$ cat src/rtl/imem_stream_loader.sv
// imem_stream_loader: packs a byte stream into 32-bit words, writes instruction memory, then resets and starts the core.
module imem_stream_loader #(
  parameter int IMEM_DEPTH = 32,
  parameter int ADDR_W     = 5
) (
  input  logic              clk,
  input  logic              reset,
  input  logic              load_en,
  input  logic              run_req,
  input  logic [7:0]        rx_data,
  input  logic              rx_valid,
  output logic              rx_ready,
  output logic              imem_we,
  output logic [ADDR_W-1:0] imem_addr,
  output logic [31:0]       imem_wdata,
  output logic              cpu_start,
  output logic              cpu_reset,
  output logic [ADDR_W:0]   word_count,
  output logic              load_done,
  output logic              overflow,
  output logic              partial_err
);
  typedef enum logic [1:0] {IDLE, LOAD, FINISH, RUN} state_t;
  localparam logic [ADDR_W:0] DEPTH = (ADDR_W+1)'(IMEM_DEPTH);
  state_t state_q, state_d;
  logic [1:0] bc_q, bc_d;
  logic [23:0] asm_q, asm_d;
  logic [ADDR_W:0] wc_q, wc_d;
  logic [ADDR_W-1:0] addr_q, addr_d;
  logic [31:0] wdata_q, wdata_d;
  logic we_q, we_d, start_q, start_d, crst_q, crst_d, done_q, done_d, ov_q, ov_d, pe_q, pe_d;
  logic accept, last, fits, enter_load;
  always_ff @(posedge clk) begin
    if (reset) begin
      state_q <= IDLE;
      bc_q    <= '0;
      asm_q   <= '0;
      wc_q    <= '0;
      addr_q  <= '0;
      wdata_q <= '0;
      we_q    <= 1'b0;
      start_q <= 1'b0;
      crst_q  <= 1'b0;
      done_q  <= 1'b0;
      ov_q    <= 1'b0;
      pe_q    <= 1'b0;
    end else begin
      state_q <= state_d;
      bc_q    <= bc_d;
      asm_q   <= asm_d;
      wc_q    <= wc_d;
      addr_q  <= addr_d;
      wdata_q <= wdata_d;
      we_q    <= we_d;
      start_q <= start_d;
      crst_q  <= crst_d;
      done_q  <= done_d;
      ov_q    <= ov_d;
      pe_q    <= pe_d;
    end
  end
  always_comb begin
    state_d = state_q;
    case (state_q)
      IDLE:    state_d = load_en ? LOAD : run_req ? RUN : IDLE;
      LOAD:    state_d = load_en ? LOAD : FINISH;
      FINISH:  state_d = IDLE;
      default: state_d = load_en ? LOAD : run_req ? RUN : IDLE;
    endcase
  end
  always_comb begin
    accept     = (state_q == LOAD) && rx_valid;
    last       = accept && (bc_q == 2'd3);
    fits       = wc_q < DEPTH;
    enter_load = (state_d == LOAD) && (state_q != LOAD);
    bc_d       = enter_load ? 2'd0 : accept ? bc_q + 2'd1 : (state_q == FINISH) ? 2'd0 : bc_q;
    asm_d      = {(accept && bc_q == 2'd2) ? rx_data : asm_q[23:16],
                  (accept && bc_q == 2'd1) ? rx_data : asm_q[15:8],
                  (accept && bc_q == 2'd0) ? rx_data : asm_q[7:0]};
    we_d       = last && fits;
    addr_d     = we_d ? wc_q[ADDR_W-1:0] : addr_q;
    wdata_d    = we_d ? {rx_data, asm_q} : wdata_q;
    wc_d       = enter_load ? '0 : wc_q + {{ADDR_W{1'b0}}, we_d};
    ov_d       = enter_load ? 1'b0 : ov_q | (last && !fits);
    // a session closing with a nonzero byte count leaves a torn word behind
    pe_d       = enter_load ? 1'b0 : pe_q | ((state_q == LOAD) && (state_d == FINISH) && (bc_d != 2'd0));
    done_d     = state_d == FINISH;
    crst_d     = (state_d == RUN) && (state_q != RUN);
    start_d    = (state_d == RUN) && (state_q == RUN);
  end
  assign rx_ready    = state_q == LOAD;
  assign imem_we     = we_q;
  assign imem_addr   = addr_q;
  assign imem_wdata  = wdata_q;
  assign cpu_start   = start_q;
  assign cpu_reset   = crst_q;
  assign word_count  = wc_q;
  assign load_done   = done_q;
  assign overflow    = ov_q;
  assign partial_err = pe_q;
endmodule

$ cat config.mk
export PLATFORM = sky130hd
export DESIGN_NAME = imem_stream_loader
export DESIGN_NICKNAME = d
export VERILOG_FILES = /design/src/rtl/imem_stream_loader.sv
export SDC_FILE = /design/constraint.sdc
export NUM_CORES = 1
export LEC_CHECK = 0
export ABC_AREA = 1
export CAP_MARGIN = 5
export CORE_MARGIN = 1.5
export CORE_UTILIZATION = 47
export CTS_BUF_LIST = sky130_fd_sc_hd__clkbuf_8
export DETAILED_ROUTE_END_ITERATION = 7
export GPL_TIMING_DRIVEN = 1
export PLACE_DENSITY = 0.82
export SETUP_SLACK_MARGIN = 0.1
export SYNTH_ARGS = -nofsm -noshare
export SYNTH_HDL_FRONTEND = slang
export SYNTH_SLANG_ARGS = --single-unit
$ cat constraint.sdc
create_clock -name clk -period 1.9 [get_ports clk]
set_input_delay 0.38 -clock clk [delete_from_list [all_inputs] [get_ports clk]]
set_output_delay 0.38 -clock clk [all_outputs]
set_load 0.005 [all_outputs]
==> results <==
==> through the flow <==
stage                      util  area [sq um]  instances  worst slack, ns
after floorplan               -          2880        346          -0.0136
final                     0.651          3810        492            0.162
after global placement    0.609          3570        475           -0.217
after CTS                 0.648          3790        492           0.0939
after detailed placement  0.609          3570        475           -0.271
after global routing      0.651          3810        492           0.0702
==> layout make-up <==
cell class | count | area share
Inverter | 27 | 0.0272
Clock inverter | 4 | 0.0121
Multi-Input combinational cell | 224 | 0.298
Sequential cell | 77 | 0.407
Clock buffer | 12 | 0.0433
Timing Repair Buffer | 73 | 0.187
Tap cell | 75 | 0.0246
==> power groups by stage <==
stage | Combinational, mW | Sequential (mW) | Clock (mW)
after global routing | 0.252 | 1.66 | 1.36
after detailed placement | 0.216 | 1.69 | 0
after global placement | 0.214 | 1.69 | 0
after floorplan | 0.127 | 1.69 | 0
final | 0.227 | 1.65 | 1.29
after CTS | 0.223 | 1.66 | 1.30
==> what timing repair did <==
action	4_1_cts	5_1_grt
setup endpoints to repair	14	34
gates resized for setup	1	11
pin swaps	0	1
buffers inserted	1	0
==> critical path: stages (launching register included) <==
cell                      delay (ns)
sky130_fd_sc_hd__dfxtp_4        0.37
sky130_fd_sc_hd__ha_2           0.18
sky130_fd_sc_hd__inv_1          0.07
sky130_fd_sc_hd__nor3_4         0.22
sky130_fd_sc_hd__ha_4           0.18
sky130_fd_sc_hd__ha_4           0.12
sky130_fd_sc_hd__nand2_1        0.05
sky130_fd_sc_hd__inv_1          0.07
sky130_fd_sc_hd__nand2_1        0.06
sky130_fd_sc_hd__or2_4          0.23
sky130_fd_sc_hd__a21oi_2        0.12
==> worst min path at each step <==
stage | slack (ns) | end | from
global placement | 0.44 | asm_q[6] | asm_q[6]
global route | 0.46 | imem_wdata[1] | asm_q[1]
CTS | 0.45 | asm_q[3] | asm_q[3]
floorplan | 0.43 | imem_wdata[6] | asm_q[6]
detailed placement | 0.44 | asm_q[3] | asm_q[3]
finish | 0.45 | asm_q[6] | asm_q[6]
==> flip-flops by register name, indices dropped and copies added, names as in the netlist <==
register	cells
imem_wdata	32
asm_q	24
word_count	6
imem_addr	5
bc_q	2
state_q	2
cpu_reset	1
cpu_start	1
imem_we	1
load_done	1
overflow	1
partial_err	1
==> metal layers <==
metal / vias up / track usage / wire length [microns]
met4: 0 / 0.0948 / 131
met5: - / 0 / 0
met3: 11 / 0.0545 / 450
li1: 1258 / - / -
met2: 86 / 0.344 / 3180
met1: 1154 / 0.283 / 2970
==> synthesized netlist by cell type (all sizes together) <==
cell     n  area [sq um]
a21oi   39           195
a31oi    2          12.5
buf      9          62.6
clkbuf   9          35.0
dfxtp   77          1540
ha       9           113
inv     27           101
nand2   33           129
nand3   19          95.1
nor2    69           259
nor3     3          26.3
nor4     1          6.26
o21ai   48           244
or2      1          6.26
==> cells by family after synthesis <==
group | synth area share
AO/OA/AOI/OAI | 0.160
AND/OR/NAND/NOR | 0.185
flip-flops | 0.545
buffers and inverters | 0.0704
adder cells (fa/ha/maj) | 0.0398
==> out/qor.json <==
{
  "synth.ff_latch_count": {"value": 77},
  "initial_utilization": {"value": 0.483},
  "power_switching_share": {"value": 0.232},
  "setup.worst_path.end_class": {"value": "register"},
  "power": {"value": 3.17, "unit": "mW"},
  "final_min_period_over_clock_period": {"value": 0.915},
  "area_growth_syn_to_layout": {"value": 34.8, "unit": "%"},
  "drive_gt1_frac": {"value": 0.106},
  "final_cell_mix": {"value": "72 x sky130_fd_sc_hd__dfxtp_1, 69 x sky130_fd_sc_hd__nor2_1, 60 x sky130_fd_sc_hd__clkdlybuf4s50_1, 38 x sky130_fd_sc_hd__a21oi_1, 37 x sky130_fd_sc_hd__o21ai_0"},
  "run_status": {"value": "complete, no violations"},
  "routed_wl": {"value": 6.73, "unit": "mm"},
  "num_rows": {"value": 28},
  "core_area": {"value": 5850, "unit": "sq um"},
  "worstPathArrival": {"value": 2.02, "unit": "ns"},
  "worstSetupPathType": {"value": "register to register"},
  "hold_buffers": {"value": 0},
  "grt_pass1_vias": {"value": 2302},
  "cts.path.max_buffers": {"value": 2},
  "regToRegSetupSlack": {"value": 0.16, "unit": "ns"},
  "min_period": {"value": 1.74, "unit": "ns"},
  "fillerInstances": {"value": 479},
  "cts_inserted_buffers": {"value": 9},
  "p_clk_frac": {"value": 0.407},
  "htree_levels": {"value": 3},
  "combinationalPowerShare": {"value": 0.072},
  "number_of_inserted_diodes": {"value": 0},
  "rsz0062_at_grt": {"value": "true"},
  "worst_setup_path_endpoint": {"value": "word_count[4]"},
  "multiInputGateArea": {"value": 1140, "unit": "sq um"},
  "drv_slew": {"value": 0},
  "cts_root_buffer": {"value": "sky130_fd_sc_hd__clkbuf_8"},
  "r2r.worst_path.cells": {"value": 10},
  "syn-mean-instance-area": {"value": 8.17, "unit": "sq um"},
  "grt-ovfl-total": {"value": 0},
  "dieArea": {"value": 6490, "unit": "sq um"},
  "crit_path_max_fanout": {"value": 5},
  "clock.fmax": {"value": 575, "unit": "MHz"},
  "timing.critical_path.required": {"value": 2.18, "unit": "ns"},
  "regArea": {"value": 1550, "unit": "sq um"},
  "dr.pass1.iters": {"value": 4},
  "placement.io_buffers": {"value": 62},
  "pwr_density_cell": {"value": 833, "unit": "nW/um^2"},
  "p_seq_frac": {"value": 0.521},
  "maximum_number_of_pins_on_one_net_before_global_route_repair": {"value": 33},
  "timing_worst_slew_pin_value": {"value": 0.306, "unit": "ns"},
  "max_cap_violations": {"value": 0},
  "worst_ir_drop_vdd": {"value": 0.000457, "unit": "V"},
  "min-delay-path-class": {"value": "register to register"},
  "drtIter0Drc": {"value": 187},
  "tritoncts_num_sinks": {"value": 77},
  "ys.warnings.count": {"value": 0},
  "holdWs": {"value": 0.453, "unit": "ns"},
  "detail_route.drc_violations": {"value": 0},
  "synth-seq-area-share": {"value": 0.545},
  "syn-instance-count": {"value": 346},
  "hold_viol": {"value": 0},
  "io-pin-count": {"value": 63},
  "nets": {"value": 434},
  "crit_path_start": {"value": "bc_q[0]"},
  "library_cells_used_by_synthesis": {"value": 24},
  "final_common_cell": {"value": "sky130_fd_sc_hd__dfxtp_1"},
  "global_route.usage.total": {"value": 0.218},
  "cts.clk_slew.worst_paths": {"value": 0.08, "unit": "ns"},
  "die_width": {"value": 80.6, "unit": "microns"},
  "intPower": {"value": 2.44, "unit": "mW"},
  "antenna_found_initial": {"value": 0},
  "grt_first_pass_wirelength": {"value": 10.6, "unit": "mm"},
  "setup_skew_after_layout": {"value": 0.00726, "unit": "ns"},
  "die_y": {"value": 80.6, "unit": "microns"},
  "clk-insertion-delay-late": {"value": 0.35, "unit": "ns"},
  "avgRoutedWirePerCell": {"value": 13.7, "unit": "microns"},
  "setup_viol": {"value": 0},
  "rr_startpoint": {"value": "bc_q[0]"},
  "cts_tree": {"value": "yes"},
  "timing.slew.headroom": {"value": 0.795},
  "synthesis.nets": {"value": 368},
  "critPathLaunchType": {"value": "register"},
  "place.detailed.hpwl": {"value": 4.42, "unit": "mm"},
  "synthesis.area": {"value": 2830, "unit": "sq um"},
  "gpl.final_weighted_congestion": {"value": 0.799},
  "cellLeakagePower": {"value": 1.53, "unit": "nW"},
  "vias_per_cell": {"value": 5.10},
  "overall_via_count_from_detail_route": {"value": 2509},
  "power.switching": {"value": 0.736, "unit": "mW"},
  "worst_hold_path.num_cells": {"value": 2},
  "ant_nets": {"value": 0},
  "totalNegativeSetupSlack": {"value": 0, "unit": "ns"},
  "r2r_path_end": {"value": "word_count[4]"}
}
Power figures use the tool's default switching activity.
